### config.mk
export PLATFORM = sky130hd
export DESIGN_NAME = mult_ctrl
export DESIGN_NICKNAME = d
export VERILOG_FILES = /design/src/rtl/mult_ctrl.sv
export SDC_FILE = /design/constraint.sdc
export NUM_CORES = 1
export LEC_CHECK = 0
export BUFFER_PORTS_ARGS = -buffer_cell sky130_fd_sc_hd__buf_2
export CORE_AREA = 2 2 39 41
export CTS_BUF_LIST = sky130_fd_sc_hd__clkbuf_2 sky130_fd_sc_hd__clkbuf_4 sky130_fd_sc_hd__clkbuf_8
export DETAILED_ROUTE_END_ITERATION = 7
export DIE_AREA = 0 0 41 43
export GPL_TIMING_DRIVEN = 1
export PLACE_DENSITY_LB_ADDON = 0.1
export REMOVE_ABC_BUFFERS = 1
export SETUP_SLACK_MARGIN = 0.05
export SYNTH_ARGS = -nofsm -noshare
export SYNTH_HDL_FRONTEND = slang
export SYNTH_SLANG_ARGS = --single-unit
### constraint.sdc
create_clock -name clk -period 1.26 [get_ports clk]
set_clock_uncertainty 0.05 [all_clocks]
set_input_delay 0.126 -clock clk [delete_from_list [all_inputs] [get_ports clk]]
set_output_delay 0.126 -clock clk [all_outputs]
set_load 0.01 [all_outputs]
### src/rtl/mult_ctrl.sv
// Control FSM for the shift-add multiplier datapath: sequences clr, ld, then
// WIDTH add steps separated by multiplier/product shifts, and pulses done.
module mult_ctrl #(
  parameter int WIDTH    = 4,
  parameter bit COND_ADD = 1'b0
) (
  input  logic clk,
  input  logic rst_n,
  input  logic start,
  input  logic b_lsb,
  output logic clr,
  output logic ld,
  output logic ldp,
  output logic shb,
  output logic shp,
  output logic busy,
  output logic done
);

  localparam int CNT_W = (WIDTH > 1) ? $clog2(WIDTH) : 1;
  localparam logic [CNT_W-1:0] LAST_ITER = CNT_W'(WIDTH - 1);

  typedef enum logic [2:0] {
    S_IDLE = 3'd0,
    S_CLR  = 3'd1,
    S_LOAD = 3'd2,
    S_ADD  = 3'd3,
    S_SHB  = 3'd4,
    S_SHP  = 3'd5,
    S_DONE = 3'd6
  } state_t;

  state_t           state_r;
  state_t           state_s;
  logic [CNT_W-1:0] cnt_r;
  logic [CNT_W-1:0] cnt_s;
  logic             clr_r;
  logic             ld_r;
  logic             add_r;
  logic             shb_r;
  logic             shp_r;
  logic             busy_r;
  logic             done_r;

  // State and iteration counter registers.
  always_ff @(posedge clk or negedge rst_n) begin
    if (!rst_n) begin
      state_r <= S_IDLE;
      cnt_r   <= '0;
    end else begin
      state_r <= state_s;
      cnt_r   <= cnt_s;
    end
  end

  // Next-state and counter update; the last ADD goes straight to DONE.
  always_comb begin
    state_s = state_r;
    cnt_s   = cnt_r;
    case (state_r)
      S_IDLE: begin
        if (start) begin
          state_s = S_CLR;
        end else begin
          state_s = S_IDLE;
        end
      end
      S_CLR: begin
        state_s = S_LOAD;
        cnt_s   = '0;
      end
      S_LOAD: state_s = S_ADD;
      S_ADD: begin
        if (cnt_r < LAST_ITER) begin
          state_s = S_SHB;
        end else begin
          state_s = S_DONE;
        end
      end
      S_SHB: state_s = S_SHP;
      S_SHP: begin
        state_s = S_ADD;
        cnt_s   = cnt_r + CNT_W'(1);
      end
      S_DONE:  state_s = S_IDLE;
      default: begin
        state_s = S_IDLE;
        cnt_s   = '0;
      end
    endcase
  end

  // Strobe registers track the state register one-hot; reset clears them at once.
  always_ff @(posedge clk or negedge rst_n) begin
    if (!rst_n) begin
      clr_r  <= 1'b0;
      ld_r   <= 1'b0;
      add_r  <= 1'b0;
      shb_r  <= 1'b0;
      shp_r  <= 1'b0;
      busy_r <= 1'b0;
      done_r <= 1'b0;
    end else begin
      clr_r  <= (state_s == S_CLR);
      ld_r   <= (state_s == S_LOAD);
      add_r  <= (state_s == S_ADD);
      shb_r  <= (state_s == S_SHB);
      shp_r  <= (state_s == S_SHP);
      busy_r <= (state_s != S_IDLE);
      done_r <= (state_s == S_DONE);
    end
  end

  assign clr  = clr_r;
  assign ld   = ld_r;
  // Only combinational term: with COND_ADD the add is skipped for a zero multiplier bit.
  assign ldp  = add_r & (b_lsb | ~COND_ADD);
  assign shb  = shb_r;
  assign shp  = shp_r;
  assign busy = busy_r;
  assign done = done_r;

endmodule

==> impl_results.md <==
* Status: complete, no violations
* Slew margin rel. at 0.801
* Worst-path cell chain: and3_4, mux2_2
* Detail Route Antenna Nets at 0
* Hpwl dp at 525 µm
* Vias in the first global route at 263
* Fillers at 136
* IO Port Bufs at 9
* GRT overflow at 0
* Worst reg-to-reg path cell count at 2
* Count of pins over their slew limit at 0
* Critical Path Sink Type: flop
* Largest net degree at the start of global routing at 13
* Cell family with most CP delay: flip-flops
* CP Launch Type: flop
* Die span in y at 43 µm
* Final setup fails at 0
* Area Overhead vs Synth at 17.6%
* Num ports at 11
* Starting density of the core at 0.354
* Chip Width at 41 µm
* RR Endpoint: cnt_r[0]
* Number of synthesized register bits at 12
* Vias at 316
* Mapped cell area at 490 µm²
* WP data arrival at 1.23 ns
* Hold Vio Cnt, Final at 0
* CTS H-tree lvls at 1
* Detailed Route WL at 703 µm
* Ant diodes at 0
* Fraction of layout cells with a size suffix above 1 at 0.412
* Vias per cell at 4.72
* Leak Pwr at 0.305 nW
* Initial antenna violation count at 0
* RSZ-0062 raised after global routing: false
* Worst path buffer plus inverter count at 0
* Crit-path max cell delay at 0.48 ns
* Reg clk slew, reported paths at 0.07 ns
* Synth top area cells: dfrtp_1, buf_6, a21o_2, nor2_1, ha_1
* Post-synth top area share at 0.612
* Crit path max fanout at 10
* Placement Rows at 14
* Peak Freq at 887 MHz
* Netlist cell types at 19
* Worst R2R Setup Slack at 0.13 ns
* DR DRC count at 0
* Inserted Clock Buffers at 3
* Max cap viols at 0
* Least-Margin Pin Slew at 0.299 ns
* Post-route cell area at 577 µm²
* Global-route wire length before repair at 1130 µm
* Post-route clock period utilization at 0.894
* All-Layer GR Usage at 0.103
* WHS Path Cells at 2
* Nets@finish at 58
* Critical path class: flop to flop
* Worst Path Required at 1.36 ns
* Area of the core at 1380 µm²
* Clk sinks at 12
* Clk_lat worst skew at 0.27 ns
* Min Clock Period, post-route at 1.13 ns
* Cells after Synth at 39
* Global placement routability congestion at 0.755
* Post-synth top area cell: dfrtp_1
* Maximum VDD drop at 830 µV
* Clock Root Buffer: clkbuf_4
* WL/cell at 10.5 µm
* Worst hold start: start
* WP depth at 2
* Pwr dens at 2300 nW/µm²
* Die ar. at 1760 µm²
* Drt first pass iters at 4
* CTS tree: built
* Reg-to-Reg Start: state_r[0]
* Setup_tns at 0 ns
* Syn Area/Cell at 12.6 µm²
* DRT iter0 DRCs at 6
* Slowest-stage cell, CP: dfrtp_1
* Synth warn at 0
* CTS max path bufs at 2
* Hold crit path type: input pin to flop
* Sequential area share after synthesis at 0.612
* Hold endpoint: clr
* Placement Cell Area at 543 µm²
## routing by layer
layer  global-route usage  up-vias  routed length, µm
met5                    0        -                  0
met4               0.0800        0                 21
met3               0.0314        2                 51
met2                0.138       10                309
met1                0.133      147                320
li1                     -      157                  -
## cell usage in the layout, fill, tap and decap left out, drive strengths merged
master | netlist | routed
o21ai | 1 | 1
dlygate4sd3 | 0 | 1
nor2 | 4 | 4
a21o | 2 | 2
nor4 | 1 | 1
clkbuf | 0 | 3
inv | 3 | 3
nor3b | 1 | 1
ha | 1 | 1
nand3b | 1 | 1
dfrtp | 12 | 12
and3 | 1 | 1
mux2 | 1 | 1
buf | 3 | 11
nand2 | 2 | 2
a22o | 1 | 1
nor4b | 1 | 1
o21bai | 1 | 1
a21oi | 2 | 2
mux2i | 1 | 1
## power breakdown
group / switching [W] / internal (W)
clock network: 0.000115 / 0.000111
logic: 0.000209 / 0.000241
registers: 0.000123 / 0.000527
## metrics by stage
step	util	setup WS [ns]	hold WS [ns]	total power [W]	std cells
6_report	0.417	0.133	0.0834	0.00132	67
2_1_floorplan	-	0.132	-0.220	0.000927	36
3_5_place_dp	0.392	0.113	-0.0348	0.00111	63
3_3_place_gp	0.392	0.142	-0.0436	0.00109	63
5_1_grt	0.417	0.0799	0.0959	0.00144	67
4_1_cts	0.416	0.110	0.0794	0.00134	67
## sequential cells by signal, indices dropped and copies added, names as in the netlist
signal,cells
busy,1
clr,1
cnt_r,2
done,1
ld,1
ldp,1
shb,1
shp,1
state_r,3
## worst reg2reg max path, cell delays in order, from the launching register on
cell     delay, ns
dfrtp_1       0.48
and3_4        0.23
mux2_2        0.25
## final cells by class
class	instances	area [µm²]	share of cell area
multi-input combinational	21	151	0.262
tap	16	20.0	0.0347
timing repair buffer	12	70.1	0.121
inverter	3	11.3	0.0195
sequential	12	302	0.523
clock buffer	3	22.5	0.0390
## worst max path at each step
stage	to	startpoint	slack (ns)
final	cnt_r[0]	state_r[0]	0.13
after global routing	cnt_r[0]	state_r[0]	0.08
after CTS	cnt_r[0]	state_r[1]	0.11
after detailed placement	cnt_r[0]	state_r[1]	0.11
after global placement	cnt_r[0]	state_r[1]	0.14
after floorplan	cnt_r[0]	state_r[1]	0.13
## repair_timing
action,4_1_cts,5_1_grt
endpoints found under the setup margin,0,1
hold buffers,1,0
hold endpoints to repair,12,0
buffers inserted,0,0
resized for setup,0,1
## logic make-up after synthesis
kind of cell	share of synthesized area
fa+ha+maj	0.0255
flops	0.612
compound gates	0.110
buf+inv	0.0791
simple gates	0.130
mux	0.0434
## synthesized netlist by cell type
cell type   n
nor4_1      1
buf_6       2
o21bai_1    1
a22o_2      1
nor3b_1     1
a21oi_1     2
inv_1       3
buf_2       1
nand3b_1    1
mux2i_1     1
mux2_2      1
dfrtp_1    12
a21o_2      2
o21ai_2     1
nor4b_1     1
ha_1        1
nand2_1     2
nor2_1      4
and3_4      1
(Power assumes the default switching activity.)
